### src/rtl/apb_bridge_pkg.sv
// Shared types and defaults for the core-to-APB3 initiator bridge.
package apb_bridge_pkg;

    typedef enum logic [1:0] {
        IDLE   = 2'd0,
        SETUP  = 2'd1,
        ACCESS = 2'd2
    } apb_state_e;

    localparam int unsigned DEFAULT_TIMEOUT_CYCLES = 255;

    // A zero limit disables the watchdog but the counter still needs one bit.
    function automatic int unsigned timeout_cnt_width(input int unsigned limit);
        return (limit < 1) ? 1 : $clog2(limit + 1);
    endfunction

endpackage

### src/rtl/core_apb_master_bridge.sv
// Core req/gnt/rvalid port to APB3 initiator: one outstanding transfer,
// PREADY wait states, PSLVERR passthrough and an ACCESS-phase watchdog.
module core_apb_master_bridge
    import apb_bridge_pkg::*;
#(
    parameter int unsigned APB_ADDR_WIDTH = 32,
    parameter int unsigned APB_DATA_WIDTH = 32,
    parameter int unsigned TIMEOUT_CYCLES = DEFAULT_TIMEOUT_CYCLES
) (
    input  logic                      clk_i,
    input  logic                      rst_ni,
    input  logic                      req_i,
    output logic                      gnt_o,
    input  logic [APB_ADDR_WIDTH-1:0] addr_i,
    input  logic                      we_i,
    input  logic [APB_DATA_WIDTH-1:0] wdata_i,
    output logic                      rvalid_o,
    output logic [APB_DATA_WIDTH-1:0] rdata_o,
    output logic                      err_o,
    output logic [APB_ADDR_WIDTH-1:0] paddr_o,
    output logic [APB_DATA_WIDTH-1:0] pwdata_o,
    output logic                      pwrite_o,
    output logic                      psel_o,
    output logic                      penable_o,
    input  logic [APB_DATA_WIDTH-1:0] prdata_i,
    input  logic                      pready_i,
    input  logic                      pslverr_i
);

    localparam int unsigned CNT_W = timeout_cnt_width(TIMEOUT_CYCLES);
    localparam logic [CNT_W-1:0] CNT_MAX = '1;

    apb_state_e       state_reg;
    logic [CNT_W-1:0] cnt_reg;
    logic             timeout_hit;

    // The current stalled cycle is the (cnt_reg+1)-th ACCESS cycle without PREADY.
    assign timeout_hit = (TIMEOUT_CYCLES != 0) &&
                         ((32'(cnt_reg) + 32'd1) >= 32'(TIMEOUT_CYCLES));

    assign gnt_o = req_i && (state_reg == IDLE);

    always_ff @(posedge clk_i or negedge rst_ni) begin
        if (!rst_ni) begin
            state_reg <= IDLE;
            cnt_reg   <= '0;
            paddr_o   <= '0;
            pwdata_o  <= '0;
            pwrite_o  <= 1'b0;
            psel_o    <= 1'b0;
            penable_o <= 1'b0;
            rvalid_o  <= 1'b0;
            err_o     <= 1'b0;
            rdata_o   <= '0;
        end else begin
            rvalid_o <= 1'b0;
            err_o    <= 1'b0;
            case (state_reg)
                IDLE: begin
                    if (req_i) begin
                        paddr_o   <= addr_i;
                        pwrite_o  <= we_i;
                        pwdata_o  <= wdata_i;
                        psel_o    <= 1'b1;
                        state_reg <= SETUP;
                    end
                end
                SETUP: begin
                    penable_o <= 1'b1;
                    cnt_reg   <= '0;
                    state_reg <= ACCESS;
                end
                ACCESS: begin
                    // PREADY takes priority over a watchdog expiry in the same cycle.
                    if (pready_i) begin
                        if (!pwrite_o) begin
                            rdata_o <= prdata_i;
                        end
                        err_o     <= pslverr_i;
                        rvalid_o  <= 1'b1;
                        psel_o    <= 1'b0;
                        penable_o <= 1'b0;
                        state_reg <= IDLE;
                    end else if (timeout_hit) begin
                        err_o     <= 1'b1;
                        rdata_o   <= '0;
                        rvalid_o  <= 1'b1;
                        psel_o    <= 1'b0;
                        penable_o <= 1'b0;
                        state_reg <= IDLE;
                    end else if (cnt_reg != CNT_MAX) begin
                        cnt_reg <= cnt_reg + 1'b1;
                    end
                end
                default: begin
                    psel_o    <= 1'b0;
                    penable_o <= 1'b0;
                    state_reg <= IDLE;
                end
            endcase
        end
    end

endmodule
### config.mk
export PLATFORM = sky130hd
export DESIGN_NAME = core_apb_master_bridge
export DESIGN_NICKNAME = d
export VERILOG_FILES = /design/src/rtl/apb_bridge_pkg.sv /design/src/rtl/core_apb_master_bridge.sv
export SDC_FILE = /design/constraint.sdc
export NUM_CORES = 1
export LEC_CHECK = 0
export CORE_MARGIN = 5
export CORE_UTILIZATION = 42
export CTS_BUF_LIST = sky130_fd_sc_hd__clkbuf_8 sky130_fd_sc_hd__clkbuf_16
export DETAILED_ROUTE_END_ITERATION = 8
export PLACE_DENSITY = 0.79
export SYNTH_ARGS = -nofsm -noshare
export SYNTH_HDL_FRONTEND = slang
export SYNTH_SLANG_ARGS = --single-unit
### constraint.sdc
create_clock -name clk_i -period 2.7 [get_ports clk_i]
set_input_delay 0.27 -clock clk_i [delete_from_list [all_inputs] [get_ports clk_i]]
set_output_delay 0.27 -clock clk_i [all_outputs]
set_load 0.01 [all_outputs]
==> implementation parameters, run 1 <==
Parameter                              Value

Critical path
  Worst R2R End ... rdata_o[2]$_DFFE_PN0P_
  Startpoint-to-endpoint class of the critical path ... register to register
  R2R setup slack ... 0.19 ns
  Endpoint required time on the critical path ... 2.94 ns
  Critical Path Fanout Max ... 17
  Startpoint Class ... register
  Count of cells along the worst register-to-register path ... 6
  CP arrival ... ~2.7 ns
  Reg-to-Reg Start ... cnt_reg[0]$_DFFE_PN0P_
  CP Capture Type ... register

Worst hold path
  Class of the worst hold path ... input port to async pin

Final layout
  Count of placed standard cells in the final layout, fillers left out ... between 600 and 700
  Number of fillers in the final layout ... 847
  Utilization after layout ... about two thirds
  Biggest registers after layout ... paddr_o: 32 flops, pwdata_o: 32 flops, rdata_o: 32 flops
  FF+latch area ... 2780 sq um
  Antenna diode count ... 0
  Combined area of the multi-input logic cells ... about 1800 sq um
  Finished Cell Area ... a little over 7000 sq um
  Fraction of layout instances using a drive strength above 1 ... 18.2%
  Number of nets in the layout ... around 650
  Area growth from synthesis to final layout ... 51.7%

Power and ir drop
  Final total power ... 8.23 mW
  P_leak ... 2.97 nW
  Worst IR Drop VDD ... 0.000613 V
  Pwr Density ... 1140 nW/um^2

Timing
  RSZ-0062 raised after global routing ... no
  Tightest hold margin ... 0.478 ns
  Headroom to the max-slew limit ... between 40% and 50%
  Worst-case setup margin in the final layout ... between 0.15 and 0.2 ns
  Worst-Margin Slew ... ~0.8 ns
  Setup TNS ... 0 ns
  Final period util ... 92.8%
  Setup violators final ... 0
  Final max-slew violation count ... 0
  Worst Skew ... around 0.0076 ns
  Achievable Freq ... ~0.4 GHz
  Min Tclk post-route ... approximately 2.5 ns
  Fin. Hold Viols ... 0

Placed design
  Port Buffers ... 203
  Placed instance count ... between 600 and 700
  Post-placement cell area ... 6870 sq um
  Placer Congestion ... between 0.8 and 0.9
  Placement Setup Slack ... 0.108 ns
  Estimated wirelength of the detail-placed design ... around 9.6 mm

Floorplan
  Die area ... 13500 sq um
  Core region area ... ~11000 sq um
  Floorplan die height ... about 120 microns
  Die W ... ~120 microns
  Top-Level Pins ... between 200 and 250
  Row cnt ... 38
  Effective utilization at floorplan ... a little over two fifths

Drt
  Post-detailed-routing wire length ... about 13 mm
  Total number of vias ... approximately 3800
  Mean routed wirelength per cell ... between 15 and 20 microns
  Drt pass-1 iters ... 4
  Remaining DRCs ... 0
  DRC marker count from the first detailed-route iteration ... 253
  Post-DRT Antenna Nets ... 0
  Drt via density ... 5.44

Synth
  Mean cell area of the mapped netlist ... ~14 sq um
  Share of the yosys chip area belonging to registers ... between 50% and 60%
  Net count of the mapped netlist ... 452
  Syn. warnings ... 0
  Count of unique library cells instantiated by Yosys ... 41
  Count of mapped cells out of synthesis ... between 300 and 400
  Number of storage elements in the synthesis netlist ... between 100 and 150
  Mapped Area ... ~4700 sq um

Clocking
  CTS max path bufs ... 2
  H-Tree Depth ... 3
  Clock sinks ... approximately 110
  Post-cts repair resize count ... 0
  Clk pin slew, worst setup/hold paths ... 0.07 ns
  Clock tree root driver cell ... sky130_fd_sc_hd__clkbuf_16
  Clock tree from TritonCTS ... done
  Worst skew pair latency ... roughly 0.35 ns
  Total CTS buffers ... 9

Global routing
  Overflow left after global routing ... 0
  Largest net degree at the start of global routing ... 49
  Number of antenna violations at the first check in global routing ... 0
  Overall fraction of global-route tracks in use ... approximately a fifth
  First-pass GRT wire length ... between 20 and 25 mm
  Vias in the first global route ... 3952

Status
  Outcome ... finished, final reports clean

Job
  Count of max-cap constraint violations ... 0
## cells in the final DEF (no fill, tap or decap), drive strengths merged, types with 2 or more instances in the layout
cell type      netlist  layout
o311ai               3       3
inv                  5       8
nor4b                2       2
dfrtp              111     111
nand2                9       9
nor3                 4       4
mux2                67      67
clkdlybuf4s50        0     202
nand3b               2       2
clkbuf              17      11
o21ai                3       4
and2                 5       5
a22o                63      63
buf                 10       9
nand3                6       6
a21oi                5       5
and3                 2       2
ha                   2       2
nor4                 2       2
a32o                 2       2
nor2                13      13
## power breakdown
part | total (mW) | switching [mW] | internal [mW] | leakage, nW
Clock | 1.30 | 0.614 | 0.686 | 0.143
Sequential | 3.00 | 0.557 | 2.44 | 1.29
Combinational | 3.93 | 1.52 | 2.40 | 1.54
Total | 8.23 | 2.69 | 5.53 | 2.97
## area by class of cell
| type | instances | area share [%] |
|---|---|---|
| multi-input combinational | 206 | 25.4 |
| clock inverter | 5 | 0.540 |
| timing repair buffer | 212 | 29.2 |
| tap | 140 | 2.44 |
| clock buffer | 11 | 3.52 |
| sequential | 111 | 38.6 |
| inverter | 5 | 0.261 |
## how the worst max path moves through the flow
stage | start | to | slack (ns) | depth (start not counted)
finish | cnt_reg[0]$_DFFE_PN0P_ | rdata_o[2]$_DFFE_PN0P_ | 0.19 | 6
global route | cnt_reg[0]$_DFFE_PN0P_ | rdata_o[1]$_DFFE_PN0P_ | 0.01 | 6
CTS | cnt_reg[0]$_DFFE_PN0P_ | rdata_o[11]$_DFFE_PN0P_ | 0.10 | 6
detailed placement | cnt_reg[0]$_DFFE_PN0P_ | rdata_o[13]$_DFFE_PN0P_ | 0.11 | 6
global placement | cnt_reg[0]$_DFFE_PN0P_ | rdata_o[14]$_DFFE_PN0P_ | 0.29 | 6
floorplan | cnt_reg[0]$_DFFE_PN0P_ | rdata_o[0]$_DFFE_PN0P_ | 0.54 | 7
## worst max-delay path: stages, from the launching register on
cell,delay [ns]
sky130_fd_sc_hd__dfrtp_1,0.46
sky130_fd_sc_hd__ha_1,0.31
sky130_fd_sc_hd__a21oi_1,0.16
sky130_fd_sc_hd__o311ai_1,0.14
sky130_fd_sc_hd__a2111oi_4,0.62
sky130_fd_sc_hd__o21ai_2,0.36
sky130_fd_sc_hd__a22o_1,0.33
## layer usage
metal  global-route usage (%)  part of all wire [%]
met5                        0                     0
met4                     6.88                   2.9
met2                     34.4                    52
met3                     6.27                   8.1
met1                     23.0                    37
## cells in the mapped netlist, drive strengths merged
cell | instances | area share (%)
nor2 | 13 | 1.0
dfrtp | 111 | 59
or4 | 1 | 0.16
and3 | 2 | 0.37
nand4 | 1 | 0.13
clkbuf | 17 | 1.3
ha | 2 | 0.53
buf | 10 | 1.4
a2111oi | 1 | 0.58
o21ai | 3 | 0.55
nand3b | 2 | 0.58
a22o | 63 | 12
o31a | 1 | 0.18
o211a | 1 | 0.21
a41o | 1 | 0.21
or3 | 1 | 0.13
a32o | 2 | 0.42
a41oi | 1 | 0.18
a21oi | 5 | 0.53
nor4b | 2 | 0.37
mux2 | 67 | 16
o311ai | 3 | 0.55
nor3 | 4 | 0.42
o221ai | 1 | 0.18
a221o | 1 | 0.21
and2 | 5 | 0.66
a31o | 1 | 0.18
inv | 5 | 0.40
maj3 | 1 | 0.21
nor2b | 1 | 0.13
xor2 | 1 | 0.18
nand3 | 6 | 0.63
o211ai | 1 | 0.16
nand2 | 9 | 0.71
nor4 | 2 | 0.26
## cell families (layout without fill, tap and decap cells)
logic type / after synthesis / in the layout / share of synthesized area (%)
buffers and inverters: 32 / 233 / 3.14
and+or+nand+nor: 49 / 49 / 5.60
muxes: 67 / 67 / 15.9
xor gates and xnor gates: 1 / 1 / 0.185
DFF: 111 / 111 / 58.6
AOI/OAI and AO/OA: 85 / 86 / 15.8
adders and majority gates: 3 / 3 / 0.739
## what timing repair did
action                                  in CTS  in global routing
endpoints found under the hold margin       46                  0
setup buffers                                0                  1
endpoints found under the setup margin       0                 33
hold buffers                                 1                  0
No activity file was read; power rests on OpenSTA's default activity.
==> run 2, diff against run 1 <==
SKIP_CTS_REPAIR_TIMING = 1   (was default)
clock period = 2.8 ns   (was 2.7 ns; I/O delays follow)
==> implementation parameters, run 2 (synthesized netlist as in run 1, its figures left out) <==
Parameter                              Value

Status
  Outcome ... finished, final reports clean

Critical path
  Endpoint required time on the critical path ... 3.03 ns
  CP Capture Type ... register
  Reg-to-Reg Start ... cnt_reg[0]$_DFFE_PN0P_
  Worst R2R End ... rdata_o[8]$_DFFE_PN0P_
  Count of cells along the worst register-to-register path ... 6
  CP arrival ... approximately 2.8 ns
  Startpoint Class ... register
  Critical Path Fanout Max ... 34
  Startpoint-to-endpoint class of the critical path ... register to register
  R2R setup slack ... between 0.2 and 0.25 ns

Global routing
  First-pass GRT wire length ... 20.2 mm
  Number of antenna violations at the first check in global routing ... 0
  Largest net degree at the start of global routing ... 54
  Vias in the first global route ... about 3900
  Overall fraction of global-route tracks in use ... a little under a fifth
  Overflow left after global routing ... 0

Final layout
  Commonest non-fill, non-tap cell in the layout ... sky130_fd_sc_hd__clkdlybuf4s50_1
  Antenna diode count ... 0
  Number of nets in the layout ... approximately 650
  Number of fillers in the final layout ... between 800 and 900
  Fraction of layout instances using a drive strength above 1 ... between 10% and 20%
  Area growth from synthesis to final layout ... 52.1%
  Most frequent cells in the layout ... sky130_fd_sc_hd__clkdlybuf4s50_1 (202), sky130_fd_sc_hd__dfrtp_1 (111), sky130_fd_sc_hd__mux2_2 (67)
  Biggest registers after layout ... paddr_o: 32 flops, pwdata_o: 32 flops, rdata_o: 32 flops

Drt
  Mean routed wirelength per cell ... about 19 microns
  Remaining DRCs ... 0
  Drt pass-1 iters ... 4
  Total number of vias ... between 3000 and 4000
  Post-DRT Antenna Nets ... 0
  DRC marker count from the first detailed-route iteration ... around 290
  Post-detailed-routing wire length ... ~13 mm
  Drt via density ... approximately 5.4

Placed design
  Placement Setup Slack ... around 0.28 ns
  Placer Congestion ... 0.902
  Estimated wirelength of the detail-placed design ... between 9 and 10 mm
  Port Buffers ... 203

Clocking
  Clk pin slew, worst setup/hold paths ... roughly 0.07 ns
  Total CTS buffers ... 9
  Clock tree root driver cell ... sky130_fd_sc_hd__clkbuf_16
  Worst skew pair latency ... roughly 0.34 ns
  CTS max path bufs ... 2
  Clock sinks ... 111
  Clock tree from TritonCTS ... done
  H-Tree Depth ... 3

Timing
  Worst-Margin Slew ... roughly 0.88 ns
  Fin. Hold Viols ... 0
  Min Tclk post-route ... 2.59 ns
  Final max-slew violation count ... 0
  Setup TNS ... 0 ns
  Worst Skew ... between 0.007 and 0.008 ns
  Setup violators final ... 0
  Final period util ... ~93%
  Worst-case setup margin in the final layout ... 0.210 ns
  RSZ-0062 raised after global routing ... no
  Headroom to the max-slew limit ... 41.3%
  Achievable Freq ... roughly 0.39 GHz

Floorplan
  Effective utilization at floorplan ... 43.3%
  Floorplan die height ... approximately 120 microns
  Row cnt ... 38
  Top-Level Pins ... roughly 200
  Core region area ... ~11000 sq um
  Die W ... about 120 microns
  Die area ... 13500 sq um

Power and ir drop
  Pwr Density ... ~1100 nW/um^2
  Worst IR Drop VDD ... ~0.00055 V
  P_leak ... 2.97 nW

Worst hold path
  Class of the worst hold path ... input port to async pin

Job
  Count of max-cap constraint violations ... 0
## run 2: metrics by stage
stage / total power, mW / cell area, sq um / hold WS, ns / cells / util (%)
2_1_floorplan: 4.68 / 4740 / -0.0156 / 348 / -
3_3_place_gp: 6.61 / 6900 / 0.262 / 672 / 63.1
3_5_place_dp: 6.75 / 6900 / 0.260 / 672 / 63.1
4_1_cts: 8.05 / 7200 / -0.113 / 688 / 65.8
5_1_grt: 8.43 / 7210 / 0.456 / 689 / 65.9
6_report: 7.97 / 7210 / 0.424 / 689 / 65.9
## run 2: critical path, stage by stage (launching register included)
cell and delay [ns]:
sky130_fd_sc_hd__dfrtp_1 0.48, sky130_fd_sc_hd__ha_1 0.32, sky130_fd_sc_hd__and3_4 0.25, sky130_fd_sc_hd__nand3b_4 0.08, sky130_fd_sc_hd__a2111oi_4 0.64, sky130_fd_sc_hd__o21ai_4 0.35
sky130_fd_sc_hd__a22o_1 0.34
## run 2: area by class of cell
cell class	instances	area, sq um	area share (%)
clock buffer	9	225	3.12
timing repair buffer	212	2120	29.5
inverter	5	18.8	0.260
tap	140	175	2.43
multi-input combinational	205	1820	25.2
clock inverter	7	71.3	0.989
sequential	111	2780	38.5
## run 2: worst max path at each step
stage	from	end	slack, ns	cells past startpoint
5_1_grt	cnt_reg[0]$_DFFE_PN0P_	rdata_o[25]$_DFFE_PN0P_	0.04	6
3_5_place_dp	cnt_reg[0]$_DFFE_PN0P_	rdata_o[8]$_DFFE_PN0P_	0.28	6
6_report	cnt_reg[0]$_DFFE_PN0P_	rdata_o[8]$_DFFE_PN0P_	0.21	6
3_3_place_gp	cnt_reg[0]$_DFFE_PN0P_	rdata_o[11]$_DFFE_PN0P_	0.39	6
4_1_cts	cnt_reg[0]$_DFFE_PN0P_	rdata_o[8]$_DFFE_PN0P_	0.26	6
2_1_floorplan	cnt_reg[0]$_DFFE_PN0P_	rdata_o[0]$_DFFE_PN0P_	0.64	7
## run 2: where the power goes
part | total [mW] | switching [mW] | leakage, nW | internal (mW)
registers | 2.87 | 0.509 | 1.29 | 2.36
logic | 3.82 | 1.48 | 1.54 | 2.34
clock network | 1.28 | 0.590 | 0.138 | 0.694
total | 7.97 | 2.58 | 2.97 | 5.40
## run 2: layer usage
metal / vias to the layer above / GRT usage [%] / wire length, microns
met1: 1878 / 23.3 / 5030
li1: 1699 / - / -
met2: 141 / 33.1 / 6940
met3: 15 / 4.51 / 877
met5: - / 0 / 0
met4: 0 / 6.50 / 227
==> run 3, diff against run 2 <==
CORE_UTILIZATION = 37   (was 42)
DONT_BUFFER_PORTS = 1   (was default)
PLACE_DENSITY = 0.5   (was 0.79)
==> implementation parameters, run 3 (synthesized netlist as in run 1, its figures left out) <==
Parameter                              Value

Drt
  DRC marker count from the first detailed-route iteration ... roughly 230
  Total number of vias ... 2875
  Remaining DRCs ... 0
  Drt via density ... roughly 5.6
  Post-DRT Antenna Nets ... 0
  Post-detailed-routing wire length ... 11.2 mm
  Drt pass-1 iters ... 4
  Mean routed wirelength per cell ... about 22 microns

Timing
  Min Tclk post-route ... approximately 2.5 ns
  RSZ-0062 raised after global routing ... no
  Worst-case setup margin in the final layout ... just over 0.3 ns
  Final max-slew violation count ... 0
  Worst Skew ... 0.00820 ns
  Fin. Hold Viols ... 111
  Tightest hold margin ... -0.367 ns
  Worst-Margin Slew ... 0.917 ns
  Setup violators final ... 0
  Setup TNS ... 0 ns
  Final period util ... approximately nine tenths
  Achievable Freq ... 0.401 GHz
  Headroom to the max-slew limit ... between 30% and 40%

Clocking
  Clk pin slew, worst setup/hold paths ... around 0.070 ns
  Total CTS buffers ... 9
  CTS max path bufs ... 2
  Clock tree from TritonCTS ... done
  Clock tree root driver cell ... sky130_fd_sc_hd__clkbuf_16
  Clock sinks ... around 110
  H-Tree Depth ... 3
  Worst skew pair latency ... roughly 0.35 ns

Final layout
  Biggest registers after layout ... paddr_o: 32 flops, pwdata_o: 32 flops, rdata_o: 32 flops
  Fraction of layout instances using a drive strength above 1 ... between 20% and 30%
  Most frequent cells in the layout ... sky130_fd_sc_hd__dfrtp_1 (111), sky130_fd_sc_hd__mux2_2 (67), sky130_fd_sc_hd__a22o_1 (63)
  Area growth from synthesis to final layout ... 10.4%
  Count of placed standard cells in the final layout, fillers left out ... between 500 and 600
  Commonest non-fill, non-tap cell in the layout ... sky130_fd_sc_hd__dfrtp_1
  Antenna diode count ... 0
  Number of nets in the layout ... 441
  Number of fillers in the final layout ... approximately 1200
  Combined area of the multi-input logic cells ... between 1500 and 2000 sq um
  FF+latch area ... 2780 sq um

Power and ir drop
  Worst IR Drop VDD ... approximately 0.0006 V
  Final total power ... between 6 and 7 mW
  Pwr Density ... around 1300 nW/um^2
  P_leak ... between 2 and 2.5 nW

Floorplan
  Row cnt ... between 40 and 50
  Floorplan die height ... about 120 microns
  Core region area ... approximately 13000 sq um
  Die area ... between 15000 and 20000 sq um
  Effective utilization at floorplan ... 37.7%
  Top-Level Pins ... 204
  Die W ... 123 microns

Placed design
  Estimated wirelength of the detail-placed design ... 7.62 mm
  Placer Congestion ... slightly above 0.8
  Placement Setup Slack ... 0.340 ns
  Placed instance count ... between 400 and 500
  Port Buffers ... 0

Critical path
  R2R setup slack ... roughly 0.31 ns
  CP arrival ... about 2.8 ns
  Startpoint-to-endpoint class of the critical path ... register to register
  Termination of the worst setup path ... rdata_o[25]$_DFFE_PN0P_
  Endpoint required time on the critical path ... 3.08 ns
  Startpoint Class ... register
  Worst R2R End ... rdata_o[25]$_DFFE_PN0P_
  CP Capture Type ... register
  Reg-to-Reg Start ... cnt_reg[0]$_DFFE_PN0P_
  Count of cells along the worst register-to-register path ... 6
  Worst setup path startpoint ... cnt_reg[0]$_DFFE_PN0P_
  Critical Path Fanout Max ... 34

Global routing
  Vias in the first global route ... roughly 3100
  Overall fraction of global-route tracks in use ... 14.6%
  Overflow left after global routing ... 0
  Largest net degree at the start of global routing ... around 110
  First-pass GRT wire length ... roughly 17 mm
  Number of antenna violations at the first check in global routing ... 0

Job
  Count of max-cap constraint violations ... 0

Worst hold path
  Class of the worst hold path ... input port to async pin

Status
  Outcome ... finished, violations left
  Violated checks ... hold timing
run 3: through the flow:
step	utilization, %	cell area [sq um]
3_5_place_dp	38.8	4880
2_1_floorplan	-	4740
3_3_place_gp	38.8	4880
6_report	41.6	5230
5_1_grt	41.6	5230
4_1_cts	41.6	5230
run 3: metal layers:
layer	vias up	wire [microns]	part of all wire, %	GRT usage, %
met5	-	0	0	0
met4	0	369	3.3	7.20
met3	23	1500	13	8.01
met2	159	5020	45	21.8
met1	1414	4280	38	17.1
li1	1279	-	-	-
run 3: final cells by class:
class                   instances  area share (%)
clock buffers                  11            4.83
clock inverters                 5            1.96
inverters                       5           0.359
multi-input cells             205            34.7
flip-flops and latches        111            53.1
well taps                     172            4.11
repair buffers                  5           0.956
run 3: worst min-delay path by stage:
stage                start                        to  slack (ns)  cells past startpoint
detailed placement  rst_ni  pwdata_o[10]$_DFFE_PN0P_       -0.01                      0
finish              rst_ni  pwdata_o[10]$_DFFE_PN0P_       -0.37                      0
CTS                 rst_ni    rdata_o[2]$_DFFE_PN0P_       -0.40                      0
floorplan           rst_ni    cnt_reg[0]$_DFFE_PN0P_       -0.02                      0
global route        rst_ni    paddr_o[6]$_DFFE_PN0P_       -0.40                      0
global placement    rst_ni  pwdata_o[10]$_DFFE_PN0P_       -0.01                      0
run 3: worst max-delay path, stage by stage (launching register included):
cell and delay [ns]:
sky130_fd_sc_hd__dfrtp_1 0.47, sky130_fd_sc_hd__ha_1 0.31, sky130_fd_sc_hd__a21oi_1 0.08, sky130_fd_sc_hd__o311ai_1 0.39, sky130_fd_sc_hd__a2111oi_4 0.16, sky130_fd_sc_hd__o21ai_4 0.74, sky130_fd_sc_hd__a22o_1 0.27
run 3: power by group:
| group | total (mW) | switching, mW | internal (mW) | leakage [nW] |
|---|---|---|---|---|
| clock network | 1.49 | 0.565 | 0.924 | 0.178 |
| registers | 3.39 | 1.03 | 2.36 | 1.29 |
| logic | 1.70 | 0.675 | 1.02 | 0.720 |
| total | 6.58 | 2.27 | 4.31 | 2.18 |
